===== config.mk =====
export PLATFORM = sky130hd
export DESIGN_NAME = gate_model_bist
export DESIGN_NICKNAME = d
export VERILOG_FILES = /design/src/rtl/gate_model_bist.sv
export SDC_FILE = /design/constraint.sdc
export NUM_CORES = 1
export LEC_CHECK = 0
export BUFFER_PORTS_ARGS = -buffer_cell sky130_fd_sc_hd__buf_2
export CORE_ASPECT_RATIO = 1.2
export CORE_MARGIN = 4
export CORE_UTILIZATION = 40
export CTS_BUF_LIST = sky130_fd_sc_hd__clkbuf_16
export CTS_CLUSTER_SIZE = 25
export DETAILED_ROUTE_END_ITERATION = 10
export SLEW_MARGIN = 10
export SYNTH_ARGS = -nofsm -noshare
export SYNTH_HDL_FRONTEND = slang
export SYNTH_SLANG_ARGS = --single-unit

===== constraint.sdc =====
create_clock -name i_clk -period 2.5 [get_ports i_clk]
set_input_delay 0.625 -clock i_clk [delete_from_list [all_inputs] [get_ports i_clk]]
set_output_delay 0.625 -clock i_clk [all_outputs]
set_load 0.005 [all_outputs]

===== src/rtl/gate_model_bist.sv =====
// gate_model_bist: BIST wrapper for a combinational/pipelined GateModel netlist.
// A stimulus generator (LFSR, or a binary counter when GATE_BIST_EXHAUSTIVE_EN
// is defined) drives o_dut_in. A MISR compacts i_dut_out into o_signature,
// which is compared against i_expected_sig at the end of the run.
// o_dut_in carries pattern k during run cycle k (count==k), so a response is
// sampled once count has advanced DUT_LAT cycles past its pattern.
module gate_model_bist #(
  parameter int              IN_W      = 11,
  parameter int              OUT_W     = 10,
  parameter int              SIG_W     = 16,
  parameter int              PATTERNS  = 256,
  parameter int              DUT_LAT   = 0,
  parameter logic [IN_W-1:0]  LFSR_TAPS = 'h500,
  parameter logic [IN_W-1:0]  LFSR_SEED = 'h001,
  parameter logic [SIG_W-1:0] MISR_TAPS = 'h1021
) (
  input  logic             i_clk,
  input  logic             i_rst_n,
  input  logic             i_start,
  input  logic             i_abort,
  input  logic [SIG_W-1:0] i_expected_sig,
  output logic [IN_W-1:0]  o_dut_in,
  input  logic [OUT_W-1:0] i_dut_out,
  output logic             o_busy,
  output logic             o_done,
  output logic             o_pass,
  output logic [SIG_W-1:0] o_signature
);

`ifdef GATE_BIST_EXHAUSTIVE_EN
  localparam int              NPAT  = 2**IN_W;
  localparam logic [IN_W-1:0] FIRST = '0;
`else
  localparam int              NPAT  = PATTERNS;
  localparam logic [IN_W-1:0] FIRST = LFSR_SEED;
`endif

  // Counter spans run + drain: up to 2^IN_W + 3, fits in IN_W+2 bits.
  localparam int             CW       = IN_W + 2;
  localparam logic [CW-1:0]  LAST_RUN = CW'(NPAT - 1);
  localparam logic [CW-1:0]  LAST_DRN = CW'(NPAT + DUT_LAT - 1);

  typedef enum logic [1:0] {S_IDLE, S_RUN, S_DRAIN, S_DONE} state_t;

  state_t           r_state;
  logic [IN_W-1:0]  r_pat;
  logic [CW-1:0]    r_cnt;
  logic [SIG_W-1:0] r_sig;
  logic             r_busy;
  logic             r_done;
  logic             r_pass;
  logic             w_sample;
  logic [SIG_W-1:0] w_sig_nxt;

  function automatic logic [IN_W-1:0] step(input logic [IN_W-1:0] x);
`ifdef GATE_BIST_EXHAUSTIVE_EN
    step = x + {{(IN_W-1){1'b0}}, 1'b1};
`else
    step = {x[IN_W-2:0], ^(x & LFSR_TAPS)};
`endif
  endfunction

  // MISR next value: shift with polynomial feedback, fold in the response.
  always_comb begin
    w_sig_nxt = {r_sig[SIG_W-2:0], 1'b0} ^ (r_sig[SIG_W-1] ? MISR_TAPS : '0)
              ^ SIG_W'(i_dut_out);
    w_sample  = (int'(r_cnt) >= DUT_LAT);
  end

  // Run sequencer: abort outranks start and every phase transition.
  always_ff @(posedge i_clk or negedge i_rst_n) begin
    if (!i_rst_n) begin
      r_state <= S_IDLE;
      r_pat   <= '0;
      r_cnt   <= '0;
      r_sig   <= '0;
      r_busy  <= 1'b0;
      r_done  <= 1'b0;
      r_pass  <= 1'b0;
    end else begin
      r_done <= 1'b0;
      if (i_abort) begin
        // Signature keeps its partial value; an IDLE abort only blocks start.
        if (r_state != S_IDLE) begin
          r_state <= S_IDLE;
          r_busy  <= 1'b0;
          r_pass  <= 1'b0;
        end
      end else begin
        case (r_state)
          S_IDLE: if (i_start) begin
            r_pat   <= FIRST;
            r_cnt   <= '0;
            r_sig   <= '0;
            r_pass  <= 1'b0;
            r_busy  <= 1'b1;
            r_state <= S_RUN;
          end
          S_RUN: begin
            r_cnt <= r_cnt + 1'b1;
            if (w_sample) r_sig <= w_sig_nxt;
            if (r_cnt == LAST_RUN) begin
              // Last pattern stays on o_dut_in through the drain.
              if (DUT_LAT == 0) begin
                r_state <= S_DONE;
                r_busy  <= 1'b0;
              end else begin
                r_state <= S_DRAIN;
              end
            end else begin
              r_pat <= step(r_pat);
            end
          end
          S_DRAIN: begin
            r_cnt <= r_cnt + 1'b1;
            r_sig <= w_sig_nxt;
            if (r_cnt == LAST_DRN) begin
              r_state <= S_DONE;
              r_busy  <= 1'b0;
            end
          end
          S_DONE: begin
            r_done  <= 1'b1;
            r_pass  <= (r_sig == i_expected_sig);
            r_state <= S_IDLE;
          end
          default: r_state <= S_IDLE;
        endcase
      end
    end
  end

  assign o_dut_in    = r_pat;
  assign o_busy      = r_busy;
  assign o_done      = r_done;
  assign o_pass      = r_pass;
  assign o_signature = r_sig;

endmodule

* Yosys cells after proc, flatten, opt, wreduce, memory -nomap -nowiden *
Index checks and enable logic that the tools add are counted.

operators by class
  $add $sub $neg = 1
  equal/unequal tests = 10
  mux-type cells = 23
  bitwise operators = 3
  reduce and logical (&&, ||, !) cells = 13

operator list
  kind                                             number
  case mux 16 bit (2 select lines)                 1
  two-way mux 13 bit                               2
  case mux 13 bit (2 select lines)                 1
  two-way mux 11 bit                               2
  case mux 11 bit (2 select lines)                 1
  == test 16 bit                                   1
  two-way mux 16 bit                               1
  XOR 16 x 10 -> 16 bit                            1
  XOR 16 x 13 -> 16 bit                            1
  adder 13 x 1 -> 13 bit (second input constant)   1
  == test 13 x 8 -> 1 bit (second input constant)  1
  XOR reduction 11 bit                             1
  AND reduction 3 bit                              3
  two-way mux 1 bit                                8
  two-way mux 2 bit                                4
  AND reduction 4 bit                              2
  case mux 2 bit (3 select lines)                  1
  nonzero test 2 bit                               3
  nonzero test 3 bit                               2
  == test 2 bit (second input constant)            2
  != test 2 bit (second input constant)            2
  case mux 1 bit (2 select lines)                  2
  != test 3 x 1 -> 1 bit (second input constant)   1
  != test 3 bit (second input constant)            1
  other kinds (5)                                  5

word-level totals
  register bits = 45
  output and inout bits = 30
  logic and storage cells = 57

* Logic depth before layout (Yosys ltp) *
  word-level depth = 4
  mapped depth = 7

* Worst setup path before layout *
No wires, ideal clock.

  path type = reg2reg
  start = register r_state[0]
  end = register r_cnt[5]
  setup time = 0.076 ns
  arrival time = 1.566 ns
  required time = 2.424 ns
  path slack = 0.858 ns
  cell stages (with the launch flop) = 7
  clock period less this slack = 1.642 ns
  cell sequence = dfrtp_1 inv_1 ha_1 clkbuf_1 nand3_1 or3_1 o21ai_1

between the ends
  longest elaborated chain between the ends = 4
  elaborated cells between the ends (all ways) = 8
  those cells by class = eq/ne (3); mux (1); reduce/logical (4)

ends and longest elaborated chain
  element                                                         RTL line  RTL
  from (decl)                                                     45        state_t r_state;
  from (signal assigned)                                          73        r_state <= S_IDLE;
  from (signal assigned)                                          85        r_state <= S_IDLE;
  from (signal assigned)                                          97        r_state <= S_RUN;
  == test 2 bit / == test 2 x 1 -> 1 bit (equally long branches)  90        case (r_state)
  OR reduction 2 bit (no line)                                    n/a
  nonzero test 2 bit (no line)                                    n/a
  AND reduction 3 bit (no line)                                   n/a
  to (signal assigned)                                            100       r_cnt <= r_cnt + 1'b1;
  to (signal assigned)                                            115       r_cnt <= r_cnt + 1'b1;
  to (decl)                                                       47        logic [CW-1:0] r_cnt;

Parallel ways exist; a longest one is shown, timed or not.
A chain may end at the register's enable or synchronous reset.

* Final worst setup path *
  start = register r_cnt[0]
  end = register r_pat[0], in the netlist o_dut_in[0]

between the ends
  longest elaborated chain between the ends = 3

ends and longest elaborated chain
  element                        RTL line  RTL
  == test 13 x 8 -> 1 bit        102       if (r_cnt == LAST_RUN) begin
  != test 2 bit (no line)        n/a
  AND reduction 4 bit (no line)  n/a
  to (signal assigned)           111       r_pat <= step(r_pat);
  to (decl)                      46        logic [IN_W-1:0] r_pat;

Every way passes these cells.

==> flow_metrics.tcl <==
set metrics [dict create \
    clockBufferDepth 2 \
    postCtsHoldBufs 0 \
    crit_path_cell_trace "ha_1 -> and3_2 -> nand4_4 -> o21a_1 -> mux2_1" \
    io_buffers 59 \
    layout_common_cells "59 x buf_2, 45 x dfrtp_1, 32 x nand2_1" \
    post-cts-setup-buffers 0 \
    p_comb_share_pct 33.5 \
    vdd_drop_max_mv 0.440 \
    coreArea_sq_um 5740 \
    cts_resized 0 \
    cts_tree "built" \
    cts.sinks 45 \
    max_stage_delay_ns 0.39 \
    grt_pass1_wl_microns 9400 \
    grt_pass1_vias 2013 \
    synth_cell_type_count 42 \
    post-place-ws_ns 0.502 \
    rows 30 \
    ant_nets 0 \
    routed_via_density 5.14 \
    clock_latency_ns 0.29 \
    fmax_ghz 0.510 \
    final_common_cell "buf_2" \
    clkPwrFrac_pct 25.2 \
    crit_type "register to register" \
    drt_wl_total_microns 5330 \
    syn_area_sq_um 2400 \
    synth-async-reset-ratio_pct 100 \
    crit_fanout 15 \
    start_util_pct 41.9 \
    nets 349 \
    wl_per_cell_microns 13.5 \
    critPathSlowestCell "dfrtp_1" \
    grt_max_degree 25 \
    setup_violations 0 \
    yosysWarnings 0 \
    dp_hpwl_microns 3960 \
    fin_skew_ns 0.00313 \
    avgSynthCellArea_sq_um 9.43 \
    hp-class "primary input to async pin" \
    drt_pass1_iterations 4 \
    synth-seq-cells 45 \
    startpoint_type "register" \
    timing.final.crit_share_pct 78.4 \
    powerDensity_nw_per_um2 867 \
    rsz0062_at_grt "false" \
    ys_seq_area_share_pct 46.8 \
    slew_viol_final 0 \
    maxSlewHeadroom_pct 64.8 \
    hold_viol 0 \
    leakagePower_nw 1.32 \
    final.min_clock_period_ns 1.96 \
    vias 2036 \
    netlist_instances 255 \
    worst_setup_path_end_kind "register" \
    critPathArrivalTime_ns 2.13 \
    antenna_found_initial 0 \
    p_int_mw 1.64 \
    groute.usage.overall_pct 16.2 \
    p_switching_mw 0.915 \
    io_pins 60 \
    maxCapViolations 0 \
    final-seq-area_sq_um 1130 \
    seqPwrFrac_pct 41.3 \
    cts_max_level 2 \
    finalWorstSetupSlack_ns 0.540 \
    p_sw_share_pct 35.8 \
    drc 0 \
    numCtsBuffers 5 \
    cts_root_buf "clkbuf_16" \
    gp_congestion 0.785 \
    worstMarginPinSlew_ns 0.529 \
    clk_pin_slew_ns 0.06 \
    status "completed" \
    required_ns 2.67 \
    die_width_microns 78.8 \
    power_mw 2.56 \
    areaGrowthSynthToFinish_pct 22.8 \
    dieHeight_microns 92.9 \
    syn_nets 289 \
    setup_tns_ns 0 \
    drive_gt1_share_pct 25.0 \
    fillCellCount 545 \
    drt_iter0_drc 75 \
    antenna_cells 0 \
    overflow 0 \
    multi_input_area_sq_um 1170 \
    synth_edf_count 0 \
    dieArea_sq_um 7320 \
    synth_ff_type "dfrtp_1" \
]
==> stage by stage <==
step	cells	util [%]	instance area (sq um)	hold slack (ns)
after floorplan	255	-	2400	0.329
after global placement	388	49.0	2810	0.503
after detailed placement	388	49.0	2810	0.501
after CTS	396	51.4	2950	0.328
after global routing	396	51.4	2950	0.348
final	396	51.4	2950	0.311
==> final cells by class <==
type / instances / share of cell area, %
Multi-Input combinational cell: 181 / 39.6
Sequential cell: 45 / 38.1
Timing Repair Buffer: 65 / 11.9
Clock buffer: 5 / 4.24
Tap cell: 80 / 3.39
Inverter: 17 / 2.16
Clock inverter: 3 / 0.593
==> power by group through the flow <==
stage	Sequential [mW]	Combinational [mW]	Clock, mW
final	1.06	0.857	0.646
after detailed placement	1.07	0.867	0
after CTS	1.06	0.869	0.661
after global placement	1.07	0.858	0
after floorplan	1.05	0.552	0
after global routing	1.10	0.983	0.696
==> cells in the mapped netlist, drive strengths merged (3+ instances only) <==
library cell / n / area share (%)
clkbuf: 10 / 1.6
o21ai: 30 / 6.2
nand3: 6 / 1.2
nor2: 9 / 1.7
o31ai: 14 / 4.4
ha: 4 / 2.1
xnor2: 29 / 11
nor3: 3 / 0.83
a31oi: 3 / 0.78
a21oi: 7 / 1.5
nand2: 32 / 5.0
dfrtp: 45 / 47
or3: 3 / 0.78
nand4: 18 / 5.9
inv: 17 / 2.7
==> metal layers <==
layer  global-route usage [%]  share of wire [%]  wire [microns]  vias up
met1                     20.4                 46            2430      961
met3                     3.60                6.0             321        5
met2                     27.2                 47            2510       63
met5                        0                  0               0        -
li1                         -                  -               -     1007
met4                     5.25                1.4              75        0
==> logic make-up (layout without fill, tap and decap cells) <==
kind of cell | Yosys count | in the layout | share of synthesized area [%]
muxes | 2 | 2 | 0.884
AOI/OAI and AO/OA | 63 | 63 | 15.9
xor gates and xnor gates | 30 | 30 | 10.9
DFF | 45 | 45 | 46.8
adders and majority gates | 4 | 4 | 2.08
and+or+nand+nor | 82 | 82 | 18.8
buffers and inverters | 29 | 90 | 4.58
==> critical path: cells and delay by family, from the launching register on <==
kind | cells | cell delay (ns)
DFF | 1 | 0.39
adders and majority gates | 1 | 0.23
AOI/OAI and AO/OA | 1 | 0.37
and+or+nand+nor | 2 | 0.48
muxes | 1 | 0.36
==> registers in the layout (all words and copies together), names as in the netlist <==
| register | count |
|---|---|
| o_signature | 16 |
| o_busy | 1 |
| o_dut_in | 11 |
| r_state | 2 |
| r_cnt | 13 |
| o_pass | 1 |
| o_done | 1 |
==> final timing paths <==
check	start	to	slack [ns]	cells after the start
max	r_cnt[0]	o_dut_in[0]	0.54	5
min	i_rst_n	o_dut_in[6]	0.31	1
max in group asynchronous	i_rst_n	r_cnt[1]	1.67	2
min reg2reg	r_cnt[6]	r_cnt[6]	0.52	1
max reg2reg	r_cnt[0]	o_dut_in[0]	0.54	5
min in group i_clk	r_cnt[6]	r_cnt[6]	0.52	1
Note: power is estimated with default switching activity, not from simulation.
